[src/rtl/product_accumulator_if.sv]
// ============================================================================
// Module   : product_accumulator_if
// Purpose  : Product stream in from the multiplier and group-sum stream out.
// Revision : 1.0 - initial release
// ============================================================================
`default_nettype none

interface product_accumulator_if #(
    parameter int ACC_W = 72
);
    logic             mult_en;
    logic [63:0]      prod_in;
    logic             prod_valid;
    logic [ACC_W-1:0] out_data;
    logic             out_valid;
    logic             out_ready;

    modport master (
        output mult_en, prod_in, prod_valid, out_ready,
        input  out_data, out_valid
    );

    modport slave (
        input  mult_en, prod_in, prod_valid, out_ready,
        output out_data, out_valid
    );
endinterface

`default_nettype wire

[src/rtl/product_accumulator.sv]
// ============================================================================
// Module   : product_accumulator
// Purpose  : Sums GROUP signed products into a wide accumulator and queues
//            each group sum in a small valid/ready FIFO.
//            Optional macro PRODUCT_ACC_SAT_EN selects saturating addition.
// Revision : 1.0 - initial release
// ============================================================================
`default_nettype none

module product_accumulator #(
    parameter int GROUP = 4,
    parameter int ACC_W = 72,
    parameter int DEPTH = 4
) (
    input  wire logic                   clk,
    input  wire logic                   reset,
    product_accumulator_if.slave        bus,
    input  wire logic                   clear,
    output logic [7:0]                  grp_count,
    output logic                        overflow,
    output logic                        sat_flag
);

    localparam int c_PTR_W = $clog2(DEPTH);

    logic signed [ACC_W-1:0] acc_q, acc_d;
    logic [7:0]              cnt_q, cnt_d;
    logic [c_PTR_W:0]        wr_ptr_q, wr_ptr_d;
    logic [c_PTR_W:0]        rd_ptr_q, rd_ptr_d;
    logic [ACC_W-1:0]        mem_q [DEPTH];
    logic [ACC_W-1:0]        mem_d [DEPTH];
    logic [ACC_W-1:0]        out_data_q, out_data_d;
    logic                    ovf_q, ovf_d;

    logic                    w_accept;
    logic                    w_complete;
    logic                    w_empty;
    logic                    w_full;
    logic                    w_pop;
    logic                    w_push;
    logic signed [ACC_W-1:0] w_prod_ext;
    logic signed [ACC_W-1:0] w_base;
    logic signed [ACC_W-1:0] w_sum;

    // Multiplier strobes with garbage data while disabled, so mult_en gates everything.
    assign w_accept   = bus.prod_valid & bus.mult_en;
    assign w_prod_ext = ACC_W'($signed(bus.prod_in));
    assign w_base     = clear ? '0 : acc_q;

    // A clear collision restarts the group, so only GROUP=1 can complete on it.
    assign w_complete = w_accept &&
                        ((GROUP == 1) || (!clear && (cnt_q == 8'(GROUP - 1))));

    assign w_empty = (wr_ptr_q == rd_ptr_q);
    assign w_full  = (wr_ptr_q[c_PTR_W] != rd_ptr_q[c_PTR_W]) &&
                     (wr_ptr_q[c_PTR_W-1:0] == rd_ptr_q[c_PTR_W-1:0]);
    assign w_pop   = !w_empty && bus.out_ready;
    assign w_push  = w_complete && (!w_full || w_pop);

`ifdef PRODUCT_ACC_SAT_EN
    logic signed [ACC_W:0] w_wide;
    logic                  w_clamp;
    logic                  sat_q, sat_d;

    assign w_wide  = {w_base[ACC_W-1], w_base} + {w_prod_ext[ACC_W-1], w_prod_ext};
    assign w_clamp = (w_wide[ACC_W] != w_wide[ACC_W-1]);
    assign w_sum   = !w_clamp        ? w_wide[ACC_W-1:0] :
                     w_wide[ACC_W]   ? {1'b1, {(ACC_W-1){1'b0}}} :
                                       {1'b0, {(ACC_W-1){1'b1}}};
    assign sat_d   = sat_q | (w_accept & w_clamp);
    assign sat_flag = sat_q;

    always_ff @(posedge clk or negedge reset) begin
        if (!reset) begin
            sat_q <= 1'b0;
        end else begin
            sat_q <= sat_d;
        end
    end
`else
    assign w_sum    = w_base + w_prod_ext;
    assign sat_flag = 1'b0;
`endif

    always_comb begin
        acc_d    = acc_q;
        cnt_d    = cnt_q;
        wr_ptr_d = wr_ptr_q;
        rd_ptr_d = rd_ptr_q;
        mem_d    = mem_q;
        ovf_d    = ovf_q;

        if (w_accept) begin
            if (w_complete) begin
                acc_d = '0;
                cnt_d = 8'd0;
            end else begin
                acc_d = w_sum;
                cnt_d = clear ? 8'd1 : cnt_q + 8'd1;
            end
        end else if (clear) begin
            acc_d = '0;
            cnt_d = 8'd0;
        end

        if (w_pop) begin
            rd_ptr_d = rd_ptr_q + 1'b1;
        end
        // On full+pop the write slot is the head being popped, so overwriting is safe.
        if (w_push) begin
            mem_d[wr_ptr_q[c_PTR_W-1:0]] = w_sum;
            wr_ptr_d = wr_ptr_q + 1'b1;
        end
        if (w_complete && !w_push) begin
            ovf_d = 1'b1;
        end

        // Registered head view; holds the last shown word once the FIFO drains.
        out_data_d = (wr_ptr_d != rd_ptr_d) ? mem_d[rd_ptr_d[c_PTR_W-1:0]] : out_data_q;
    end

    always_ff @(posedge clk or negedge reset) begin
        if (!reset) begin
            acc_q      <= '0;
            cnt_q      <= 8'd0;
            wr_ptr_q   <= '0;
            rd_ptr_q   <= '0;
            out_data_q <= '0;
            ovf_q      <= 1'b0;
        end else begin
            acc_q      <= acc_d;
            cnt_q      <= cnt_d;
            wr_ptr_q   <= wr_ptr_d;
            rd_ptr_q   <= rd_ptr_d;
            out_data_q <= out_data_d;
            ovf_q      <= ovf_d;
        end
    end

    // Storage is only ever read after being written, so it needs no reset.
    always_ff @(posedge clk) begin
        mem_q <= mem_d;
    end

    assign bus.out_data  = out_data_q;
    assign bus.out_valid = !w_empty;
    assign grp_count     = cnt_q;
    assign overflow      = ovf_q;

endmodule

`default_nettype wire

[src/flat_wrapper.sv]
// flat-port wrapper written by rule: the top's interface ports become plain ports
module product_accumulator_flat 
#(
    parameter int GROUP = 4,
    parameter int ACC_W = 72,
    parameter int DEPTH = 4
)
  (clk, reset, clear, grp_count, overflow, sat_flag, bus_mult_en, bus_prod_in, bus_prod_valid, bus_out_ready, bus_out_data, bus_out_valid);
  product_accumulator_if #(.ACC_W(ACC_W)) bus_i ();
  input  wire logic clk;
  input  wire logic reset;
  input  wire logic clear;
  output logic [7:0] grp_count;
  output logic overflow;
  output logic sat_flag;
  input wire logic [$bits(bus_i.mult_en)-1:0] bus_mult_en;
  input wire logic [$bits(bus_i.prod_in)-1:0] bus_prod_in;
  input wire logic [$bits(bus_i.prod_valid)-1:0] bus_prod_valid;
  input wire logic [$bits(bus_i.out_ready)-1:0] bus_out_ready;
  output wire logic [$bits(bus_i.out_data)-1:0] bus_out_data;
  output wire logic [$bits(bus_i.out_valid)-1:0] bus_out_valid;
  assign bus_i.mult_en = bus_mult_en;
  assign bus_i.prod_in = bus_prod_in;
  assign bus_i.prod_valid = bus_prod_valid;
  assign bus_i.out_ready = bus_out_ready;
  assign bus_out_data = bus_i.out_data;
  assign bus_out_valid = bus_i.out_valid;
  product_accumulator #(.GROUP(GROUP), .ACC_W(ACC_W), .DEPTH(DEPTH)) u_core (.clk(clk), .reset(reset), .bus(bus_i), .clear(clear), .grp_count(grp_count), .overflow(overflow), .sat_flag(sat_flag));
endmodule
[config.mk]
export PLATFORM = sky130hd
export DESIGN_NAME = product_accumulator_flat
export DESIGN_NICKNAME = d
export VERILOG_FILES = /design/src/rtl/product_accumulator_if.sv /design/src/rtl/product_accumulator.sv /design/src/flat_wrapper.sv
export SDC_FILE = /design/constraint.sdc
export NUM_CORES = 1
export LEC_CHECK = 0
export ABC_AREA = 1
export CAP_MARGIN = 20
export CORE_ASPECT_RATIO = 1.75
export CORE_MARGIN = 2
export CORE_UTILIZATION = 55
export CTS_BUF_LIST = sky130_fd_sc_hd__clkbuf_16
export DETAILED_ROUTE_END_ITERATION = 8
export PLACE_DENSITY = 0.85
export RECOVER_POWER = 50
export SYNTH_ARGS = -nofsm -noshare
export SYNTH_HDL_FRONTEND = slang
export SYNTH_SLANG_ARGS = --single-unit
[constraint.sdc]
create_clock -name clk -period 2.6 [get_ports clk]
set_input_delay 0.39 -clock clk [delete_from_list [all_inputs] [get_ports clk]]
set_output_delay 0.39 -clock clk [all_outputs]
set_load 0.03 [all_outputs]
==> results of run 1 <==
## cells in the mapped netlist (all sizes together) (2+ instances only)
library cell / number / area [um2]
o211ai: 27 / 203
a21oi: 92 / 468
or2: 11 / 68.8
o21bai: 13 / 97.6
buf: 63 / 317
o21ai: 232 / 1160
nand2: 1407 / 5290
and2: 4 / 25.0
a31oi: 14 / 87.6
nand3: 517 / 2590
clkbuf: 89 / 334
ha: 77 / 963
nor3: 12 / 60.1
dfxtp: 288 / 5770
xnor2: 4 / 35.0
nor4: 9 / 56.3
a21boi: 2 / 15.0
inv: 430 / 1610
o21a: 5 / 37.5
nand3b: 8 / 60.1
nor2: 283 / 1130
xor2: 37 / 332
dfrtp: 159 / 3980
o22ai: 10 / 62.6
nand4: 5 / 31.3
## logic make-up after synthesis
kind of cell	synth area share [%]
DFF	39.2
other	0.0151
AOI/OAI and AO/OA	8.70
adders and majority gates	3.96
and+or+nand+nor	37.5
buffers and inverters	9.12
xor gates and xnor gates	1.48
## metrics by stage
| step | util, % | hold WS, ps | cell area (um2) | TNS (ps) | cells |
|---|---|---|---|---|---|
| after floorplan | - | 94.4 | 25000 | -538 | 3803 |
| after global placement | 69.1 | 420 | 31000 | -151360 | 4873 |
| after detailed placement | 69.1 | 431 | 31000 | -160570 | 4873 |
| after CTS | 77.5 | 250 | 34800 | -4230 | 5021 |
## routing by layer
layer,GRT overflow,track usage (%)
met2,4,88.3
met5,0,17.8
met1,0,69.0
met4,17,73.4
met3,4,52.8
## what timing repair did
item / in CTS
setup endpoints to repair: 243
pin swaps: 128
resized for setup: 479
endpoints found under the hold margin: 48
gates cloned: 12
buffers inserted: 61
hold buffers: 1
==> flow_metrics.py, run 1 <==
metrics = {
    "die": {
        "io_pins": 153,
        "fp.dieW_um": 165,
        "rows": 103,
        "die_h_um": 285,
        "initial_core_util_pct": 55.4,
    },
    "logic_synthesis": {
        "ys.flop_type": "dfxtp_1",
        "ys_ff_latch": 447,
        "synth.cell_area_mm2": 0.0248,
        "synthCells": 3803,
        "synthesis.nets": 3951,
        "yosysUniqueCellTypes": 42,
        "synthArstFlopShare_pct": 35.6,
        "synth-edff-count": 0,
        "syn_area_per_cell_um2": 6.53,
        "synth_warnings": 0,
        "yosysSeqAreaShare_pct": 39.2,
    },
    "run_status": {
        "outcome": "stopped before the end",
        "stop_error": "[ERROR GRT-0232] Routing congestion too high. Check the congestion heatmap in the GUI.",
        "failing_step": "5_1_grt",
    },
    "place": {
        "place_congestion": 1.04,
        "pre_cts_slack_ps": -940,
        "hpwl_um": 69500,
        "port-buffer-count": 151,
    },
    "sta": {
        "worst_endpoint": "u_core.bus.out_data[43]$_DFFE_PN0P_/D",
        "worst-ep-kind": "sequential cell input",
    },
    "grt": {
        "overflow": 25,
        "grtUsageTotal_pct": 70.4,
        "grt_max_degree": 72,
    },
    "clock_tree": {
        "cts_buffers": 42,
        "cts_max_level": 2,
        "cts-root-buf": "clkbuf_16",
        "cts.path.max_buffers": 3,
        "clkSinkCount": 447,
    },
}
==> run 2, diff against run 1 <==
Settings changed: CORE_ASPECT_RATIO 1.75 to not set, CORE_UTILIZATION 55 to 40, CTS_BUF_LIST sky130_fd_sc_hd__clkbuf_16 to not set, PLACE_DENSITY 0.85 to not set, PLACE_DENSITY_LB_ADDON set to 0.15.
Clock period 2.6 ns to 3.4 ns, I/O delays scaled along.
==> flow_metrics.py, run 2 <==
metrics = {
    "layout": {
        "final_area_mm2": 0.0315,
        "fin_nets": 4377,
        "stdcell_count": 5108,
        "seq_area_mm2": 0.00974,
        "fill_cells": 6297,
        "num_antenna_cells": 0,
        "drive_above_1_share_pct": 11.2,
        "regMostFlops": "u_core.mem_q",
        "final_common_cell": "nand2_1",
        "largest_register_ffs": 288,
        "multi_input_area_mm2": 0.0128,
        "layout_common_cells": "nand2_1, nand3_1, inv_1",
        "area_growth_pct": 26.7,
        "utilization_pct": 51.1,
    },
    "clock_tree": {
        "cts_max_level": 2,
        "path_clk_slew_ps": 70,
        "clkSinkCount": 447,
        "cts.path.max_buffers": 3,
        "cts_buffers": 50,
        "cts_tree": "done",
        "clkLatencyLatePin_ps": 610,
        "cts-root-buf": "clkbuf_16",
    },
    "run_status": {
        "outcome": "complete, but fails checks",
        "violations": "max-capacitance violations, max-slew violations",
    },
    "drt": {
        "num_vias": 25400,
        "dr.pass1.iters": 5,
        "ant_nets": 0,
        "drc": 0,
        "wire_per_inst_um": 17.5,
        "drt-total-wl_um": 89200,
        "avgViaCountPerCell": 4.98,
        "drtIter0Drc": 2034,
    },
    "sta": {
        "min_period_ps": 3200,
        "hold_viol": 0,
        "skew_ps": 19.3,
        "rsz0062_at_grt": "false",
        "finalCritPeriodShare_pct": 94.1,
        "fmax_ghz": 0.313,
        "setup_viol": 0,
        "setup_ws_ps": 200,
        "finalMaxSlewViolations": 62,
        "slew_headroom_pct": -15.6,
        "final.setup.tns_ps": 0,
        "hold_slack_ps": 401,
        "worstMarginPinSlew_ps": 1730,
    },
    "pwr": {
        "finalPower_mw": 20.7,
        "p_leak_nw": 16.6,
        "ir_drop_mv": 0.724,
        "power_density_mw_per_mm2": 658,
    },
    "logic_synthesis": {
        "yosysSeqAreaShare_pct": 39.2,
        "synth-edff-count": 0,
        "yosysUniqueCellTypes": 42,
        "ys_ff_latch": 447,
        "synthArstFlopShare_pct": 35.6,
        "synth_warnings": 0,
        "ys_top_cells_by_area": "dfxtp_1, nand2_1, dfrtp_1",
        "synth_most_common_cell": "nand2_1",
        "synth_commonest_cells": "nand2_1, nand3_1, inv_1",
        "synthesis.nets": 3951,
        "ys.flop_type": "dfxtp_1",
        "synth.cell_area_mm2": 0.0248,
        "synthCells": 3803,
        "synth_top_area_share_pct": 23.2,
        "syn_area_per_cell_um2": 6.53,
        "synth_top_area_cell": "dfxtp_1",
    },
    "hold_path": {
        "hold_class": "input pin to flip-flop",
        "hold_depth": 5,
    },
    "grt": {
        "grt_pass1_wl_um": 138000,
        "grtUsageTotal_pct": 28.0,
        "grt_pass1_vias": 24400,
        "busiest_layer": "met2",
        "use_met1_pct": 35.2,
        "grt_util_met3_pct": 2.58,
        "antenna_found_initial": 0,
        "overflow": 0,
        "grt_max_degree": 108,
        "grtUsageMet2_pct": 48.2,
    },
    "setup_path": {
        "slowest_delay_ps": 960,
        "end_kind": "flip-flop",
        "cpMostUsedCell": "nand2_1",
        "cp.depth": 12,
        "reg2regPathDepth": 12,
        "path_class": "flip-flop to flip-flop",
        "cpMaxStageDelayCell": "clkbuf_2",
        "cp-start-kind": "flip-flop",
        "worst-path-buf-inv": 2,
        "cp.arrival_ps": 3740,
        "worstPathRequired_ps": 3940,
        "critPathMaxFanout": 39,
        "cpLargestDelayFamily": "buffers and inverters",
        "cp_cell_sequence": "inv_1 > nand2_1 > a21oi_2 > nand2_1 > nand2_1 > nand2_1 > o21ai_4 > clkbuf_2 > nand3_1 > nand2_1 > nand2_1 > nand2_1",
    },
    "place": {
        "port-buffer-count": 151,
        "pre_cts_slack_ps": -201,
        "postPlaceCellArea_mm2": 0.0299,
        "place_congestion": 0.978,
        "dp.cells": 5013,
        "hpwl_um": 64100,
    },
    "die": {
        "io_pins": 153,
        "die_h_um": 253,
        "die_area_mm2": 0.0641,
        "initial_core_util_pct": 40.3,
        "rows": 91,
        "core-area_mm2": 0.0616,
        "fp.dieW_um": 253,
    },
    "flow_run": {
        "cap_viol_max_count": 1,
    },
}
run 2: cell counts after synthesis:
Identical to the previous run, type by type.
run 2: power by group:
group | internal [mW] | switching (mW) | leakage, nW
logic | 3.06 | 5.90 | 11.4
registers | 5.92 | 0.363 | 4.39
clock network | 3.13 | 2.34 | 0.822
run 2: logic make-up (layout without fill, tap and decap cells):
| family | Yosys count | in the layout | synth area share [%] |
|---|---|---|---|
| and+or+nand+nor | 2256 | 2256 | 37.5 |
| xor gates and xnor gates | 41 | 41 | 1.48 |
| DFF | 447 | 447 | 39.2 |
| AOI/OAI and AO/OA | 398 | 398 | 8.70 |
| buffers and inverters | 582 | 1050 | 9.12 |
| adders and majority gates | 78 | 78 | 3.96 |
| other | 1 | 1 | 0.0151 |
run 2: path summary, 6_finish.rpt:
| path | start | end | slack, ps |
|---|---|---|---|
| max in group asynchronous | reset | u_core.bus.out_data[52]$_DFFE_PN0P_ | 690 |
| min in group asynchronous | reset | u_core.acc_q[12]$_DFF_PN0_ | 890 |
| worst min-delay path | clear | u_core.acc_q[25]$_DFF_PN0_ | 400 |
| worst min register to register | u_core.mem_q[224]$_DFF_P_ | u_core.mem_q[224]$_DFF_P_ | 440 |
| worst max register to register | u_core.rd_ptr_q[0]$_DFF_PN0_ | u_core.bus.out_data[53]$_DFFE_PN0P_ | 200 |
| worst max-delay path | u_core.rd_ptr_q[0]$_DFF_PN0_ | u_core.bus.out_data[53]$_DFFE_PN0P_ | 200 |
run 2: layout make-up:
cell class / count / share of cell area, %
multi-input cells: 2774 / 40.8
flip-flops and latches: 447 / 31.0
repair buffers: 526 / 14.5
inverters: 430 / 5.14
clock buffers: 79 / 4.90
well taps: 837 / 3.33
clock inverters: 15 / 0.366
run 2: timing repair:
item / 4_1_cts / 5_1_grt
hold buffers: 1 / 0
buffers inserted: 0 / 0
endpoints found under the hold margin: 59 / 0
endpoints found under the setup margin: 0 / 1
gates resized for setup: 0 / 1
run 2: worst min-delay path, delay by kind of cell:
| kind | cells | cell delay [ps] |
|---|---|---|
| simple gates | 3 | 170 |
| buf+inv | 2 | 280 |
run 2: metal layers:
layer  up-vias  routed length, um
li1      12900                  -
met1     11600              38600
met2       698              41800
met3       174               4030
met4         0               4750
met5         -                  0
(Power assumes the default switching activity.)
